## src/rtl/dec_stage.sv

```systemverilog
// Decode stage: instruction register, 32x32 register file with write-back,
// and immediate extension. Reads are combinational from the current IR.
// Optional feature: define DEC_BYPASS_EN to forward same-cycle write data to
// a read port whose index matches the write index.
module dec_stage #(
   parameter int unsigned DATA_W = 32,
   parameter int unsigned ADDR_W = 5
) (
   input  logic              Clk,
   input  logic              Reset,
   input  logic [31:0]       Instr,
   input  logic              IR_LdEn,
   input  logic              RF_WrEn,
   input  logic              RF_WrData_sel,
   input  logic              RF_B_sel,
   input  logic [1:0]        ImmExt_sel,
   input  logic [DATA_W-1:0] ALU_out,
   input  logic [DATA_W-1:0] MEM_out,
   output logic [31:0]       IR_out,
   output logic [DATA_W-1:0] RF_A,
   output logic [DATA_W-1:0] RF_B,
   output logic [DATA_W-1:0] Immed
);

   localparam int NumRegs = 2 ** ADDR_W;

   logic [31:0]       ir_q;
   logic [DATA_W-1:0] regs_q [NumRegs];

   logic [ADDR_W-1:0] rs_idx, rd_idx, rt_idx, b_idx;
   logic [15:0]       imm;
   logic [DATA_W-1:0] wr_data;
   logic              wr_hit;

   assign rs_idx  = ir_q[21 +: ADDR_W];
   assign rd_idx  = ir_q[16 +: ADDR_W];
   assign rt_idx  = ir_q[11 +: ADDR_W];
   assign b_idx   = RF_B_sel ? rd_idx : rt_idx;
   assign imm     = ir_q[15:0];
   assign wr_data = RF_WrData_sel ? MEM_out : ALU_out;
   // Register 0 is hardwired to zero, so writes to it never take effect.
   assign wr_hit  = RF_WrEn && (rd_idx != '0);
   assign IR_out  = ir_q;

   // IR load and register write-back; write index comes from the outgoing IR.
   always_ff @(posedge Clk) begin
      if (Reset) begin
         ir_q <= '0;
         for (int i = 0; i < NumRegs; i++) begin
            regs_q[i] <= '0;
         end
      end else begin
         if (wr_hit) begin
            regs_q[rd_idx] <= wr_data;
         end
         if (IR_LdEn) begin
            ir_q <= Instr;
         end
      end
   end

   // Combinational read ports, with optional same-cycle write forwarding.
   always_comb begin
      RF_A = (rs_idx == '0) ? '0 : regs_q[rs_idx];
      RF_B = (b_idx == '0) ? '0 : regs_q[b_idx];
`ifdef DEC_BYPASS_EN
      if (wr_hit && (rs_idx == rd_idx)) begin
         RF_A = wr_data;
      end
      if (wr_hit && (b_idx == rd_idx)) begin
         RF_B = wr_data;
      end
`endif
   end

   // Immediate extension of IR[15:0].
   always_comb begin
      Immed = '0;
      unique case (ImmExt_sel)
         2'b00: Immed = {{(DATA_W-16){1'b0}}, imm};
         2'b01: Immed = {{(DATA_W-16){imm[15]}}, imm};
         // Branch offset: sign-extend then scale by 4, upper bits drop off.
         2'b10: Immed = {{(DATA_W-16){imm[15]}}, imm} << 2;
         2'b11: Immed = {{(DATA_W-16){1'b0}}, imm} << 16;
         default: Immed = '0;
      endcase
   end

endmodule

```

## config.mk

```make
export PLATFORM = sky130hd
export DESIGN_NAME = dec_stage
export DESIGN_NICKNAME = d
export VERILOG_FILES = /design/src/rtl/dec_stage.sv
export SDC_FILE = /design/constraint.sdc
export NUM_CORES = 2
export LEC_CHECK = 0
export CAP_MARGIN = 20
export CORE_MARGIN = 2
export CORE_UTILIZATION = 30
export CTS_CLUSTER_DIAMETER = 40
export DETAILED_ROUTE_END_ITERATION = 7
export PLACE_DENSITY_LB_ADDON = 0.12
export SYNTH_ARGS = -nofsm -noshare
export SYNTH_HDL_FRONTEND = slang
export SYNTH_SLANG_ARGS = --single-unit
```

## constraint.sdc

```tcl
create_clock -name Clk -period 5.16 [get_ports Clk]
set_clock_uncertainty 0.15 [all_clocks]
set_input_delay 1.29 -clock Clk [delete_from_list [all_inputs] [get_ports Clk]]
set_output_delay 1.29 -clock Clk [all_outputs]
set_load 0.03 [all_outputs]
```

==> flow_summary.json <==
{
  "synthesis.yosys.warnings": 0,
  "h-tree-depth": 4,
  "async_reset_ff_frac": 0,
  "holdCritPathClass": "reg2reg",
  "setup_repair_after_global_routing_missed_its_margin": "true",
  "power.share.clock": 0.499,
  "postSynthCellCount": 5050,
  "synth_common_cells": "nor2_1 (1,114), edfxtp_1 (1,024), nand2_1 (614)",
  "number_of_antenna_violations_at_the_first_check_in_global_routing": 6,
  "dpl.cell_count": 7725,
  "core_area_mm2": 0.191,
  "most_frequently_used_cell_type_in_the_post_synthesis_netlist": "nor2_1",
  "worstSetupPathType": "in2out",
  "layout.cells.non_filler": 8228,
  "synth_largest_area_cell": "edfxtp_1",
  "synth_area_mm2": 0.0577,
  "grt.total_usage": 0.281,
  "synth.ff_latch_count": 1061,
  "cp-end-kind": "output port",
  "power.total_w": 0.0294,
  "drt_pre_antenna_iters": 6,
  "die_w_um": 442,
  "finalSetupViolations": 4,
  "post_route_cells_drive_above_1_share": 0.287,
  "portBuffers": 231,
  "cellLeakagePower_nw": 27.0,
  "critPathMaxFanout": 7,
  "tritoncts": "built",
  "synth.avg_cell_area_um2": 11.4,
  "post_route_ant_nets": 0,
  "post-route-period-util": 1.02,
  "worst_case_setup_margin_in_the_final_layout_ps": -93.2,
  "ys_top_cells_by_area": "edfxtp_1 (53%), mux4_2 (14%), nor2_1 (7.3%)",
  "start_kind": "input pin",
  "power_density_mw_per_mm2": 383,
  "synth.yosys.seq_area_share": 0.546,
  "die_height_um": 442,
  "cts.reportedPaths.clkPinSlew_ps": 50,
  "die_area_mm2": 0.196,
  "nets_final": 5631,
  "detail_route.iter0.violations": 6047,
  "clk_latency_ps": 840,
  "numClockSinks": 1061,
  "comb_power_share": 0.159,
  "globalRoute.totalOverflow": 0,
  "drt-wirelength-per-cell_um": 34.3,
  "top_usage_layer": "met2",
  "gp_congestion": 0.867,
  "grt_use_met1": 0.370,
  "period_needed_ps": 5250,
  "grt_first_pass_wirelength_um": 387000,
  "worst_slew_pin_slew_ps": 1210,
  "fin_util": 0.402,
  "p_int_w": 0.0211,
  "maxSlewHeadroom": 0.189,
  "drc": 0,
  "power.switching_w": 0.00825,
  "cts_hold_buf": 0,
  "crit_arrival_ps": 3810,
  "initial_core_util": 0.303,
  "hpwlAfterDp_um": 171000,
  "root_buffer": "clkbuf_16",
  "num-fill-cells": 18000,
  "slew_viol_final": 0,
  "placementRows": 160,
  "worst_ir_drop_on_vdd_v": 0.000328,
  "numCtsBuffers": 212,
  "final-hold-violation-count": 0,
  "p_sw_frac": 0.281,
  "totalWireLength_um": 282000,
  "netlist.area_leader.share": 0.533,
  "violations": "setup timing",
  "cts_max_path_buffers": 3,
  "grt_pass1_vias": 47100,
  "met2_usage": 0.439,
  "outcome": "complete, but fails checks",
  "area_growth_syn_to_layout_pct": 32.9,
  "finalHoldWorstSlack_ps": 339,
  "via_count": 48300,
  "gr-usage-met3": 0.0528,
  "share_seq_of_total_power": 0.341,
  "grt_max_degree": 91,
  "leading_register_cell_type_out_of_synthesis": "edfxtp_1",
  "drt-vias-per-instance": 5.87,
  "netlist_cell_types": 69,
  "worst_ep_required_time_ps": 3720,
  "synth_enable_flop_cells": 1024,
  "max-cap-violations": 0,
  "fmax_ghz": 0.190,
  "num_io_pins": 232,
  "post-place-ws_ps": -695
}
-- critical path, stage by stage --
cell	delay, ps
buf_16	140
buf_12	160
buf_8	120
mux2i_4	180
buf_12	150
buf_12	130
buf_12	120
nor2_4	110
buf_6	140
buf_8	100
nand2_2	70
o21ai_2	130
a211oi_2	60
o41ai_4	560
buf_4	210
buf_12	110
-- final cells by class --
type | instances | area [um2] | area share
diodes | 1 | 2.50 | 0.0000327
clock buffers | 243 | 5550 | 0.0724
clock inverters | 160 | 2050 | 0.0268
inverters | 18 | 81.3 | 0.00106
multi-input cells | 3457 | 25600 | 0.334
flip-flops and latches | 1061 | 31500 | 0.411
well taps | 2511 | 3140 | 0.0410
repair buffers | 777 | 8660 | 0.113
-- path summary, 6_finish.rpt --
check                                             start                            to  slack, ps  cells past startpoint
worst min-delay path            IR_out[31]$_SDFFE_PP0P_       IR_out[31]$_SDFFE_PP0P_        340                      2
worst max register to register  IR_out[16]$_SDFFE_PP0P_  regs_q[11][14]$_SDFFCE_PN0P_       1850                      6
worst max-delay path                           RF_B_sel                       RF_B[3]        -90                     16
worst min register to register  IR_out[31]$_SDFFE_PP0P_       IR_out[31]$_SDFFE_PP0P_        340                      2
-- stage by stage --
| step | TNS [ps] | cell area [um2] |
|---|---|---|
| after floorplan | 0 | 57800 |
| after global placement | -6660 | 66400 |
| after detailed placement | -6890 | 66500 |
| after CTS | -240 | 75900 |
| after global routing | -326 | 76600 |
| final | -204 | 76600 |
-- registers in the layout, indices dropped and copies added, names as in the netlist, named ones only --
name / count
regs_q: 1024
IR_out: 32
-- timing repair --
item,in CTS,in global routing
pin swaps,29,33
setup endpoints to repair,64,42
resized for setup,163,85
cloned,18,5
endpoints found under the hold margin,0,0
setup buffers,52,27
-- cells by family after synthesis --
logic type	Yosys count	synth area share
multiplexers	524	0.171
buffers and inverters	568	0.0403
flip-flops	1061	0.546
AND/OR/NAND/NOR	2037	0.142
other	1	0.0000650
XOR/XNOR	1	0.000152
AO/OA/AOI/OAI	858	0.101
-- cell usage in the layout, fill, tap and decap left out, drive strengths merged, types with 30 or more instances in the layout --
cell and n:
nor2 1114, mux4 364, nand2b 34, nand3 191
clkinv 68, bufinv 34, nand2 614, mux2i 138
a21oi 200, a221oi 30, a31oi 95, buf 611
conb 32, inv 48, o21ai 107, a21boi 54
a211oi 170, dfxtp 37, clkbuf 248, a21o 35
edfxtp 1024, clkdlybuf4s50 148
-- per-layer routing --
layer  share of wire  vias to the layer above
met5               0                        -
met4           0.062                        0
met3           0.091                      618
met2            0.45                     3012
met1            0.40                    24800
li1                -                    19900
-- power groups by stage --
stage | logic [W] | registers [W] | clock network [W]
5_1_grt | 0.00483 | 0.0101 | 0.0152
4_1_cts | 0.00457 | 0.0100 | 0.0148
6_report | 0.00468 | 0.0100 | 0.0147
3_3_place_gp | 0.00428 | 0.0102 | 0
2_1_floorplan | 0.00212 | 0.0101 | 0
3_5_place_dp | 0.00429 | 0.0102 | 0
Note: power is estimated with default switching activity, not from simulation.
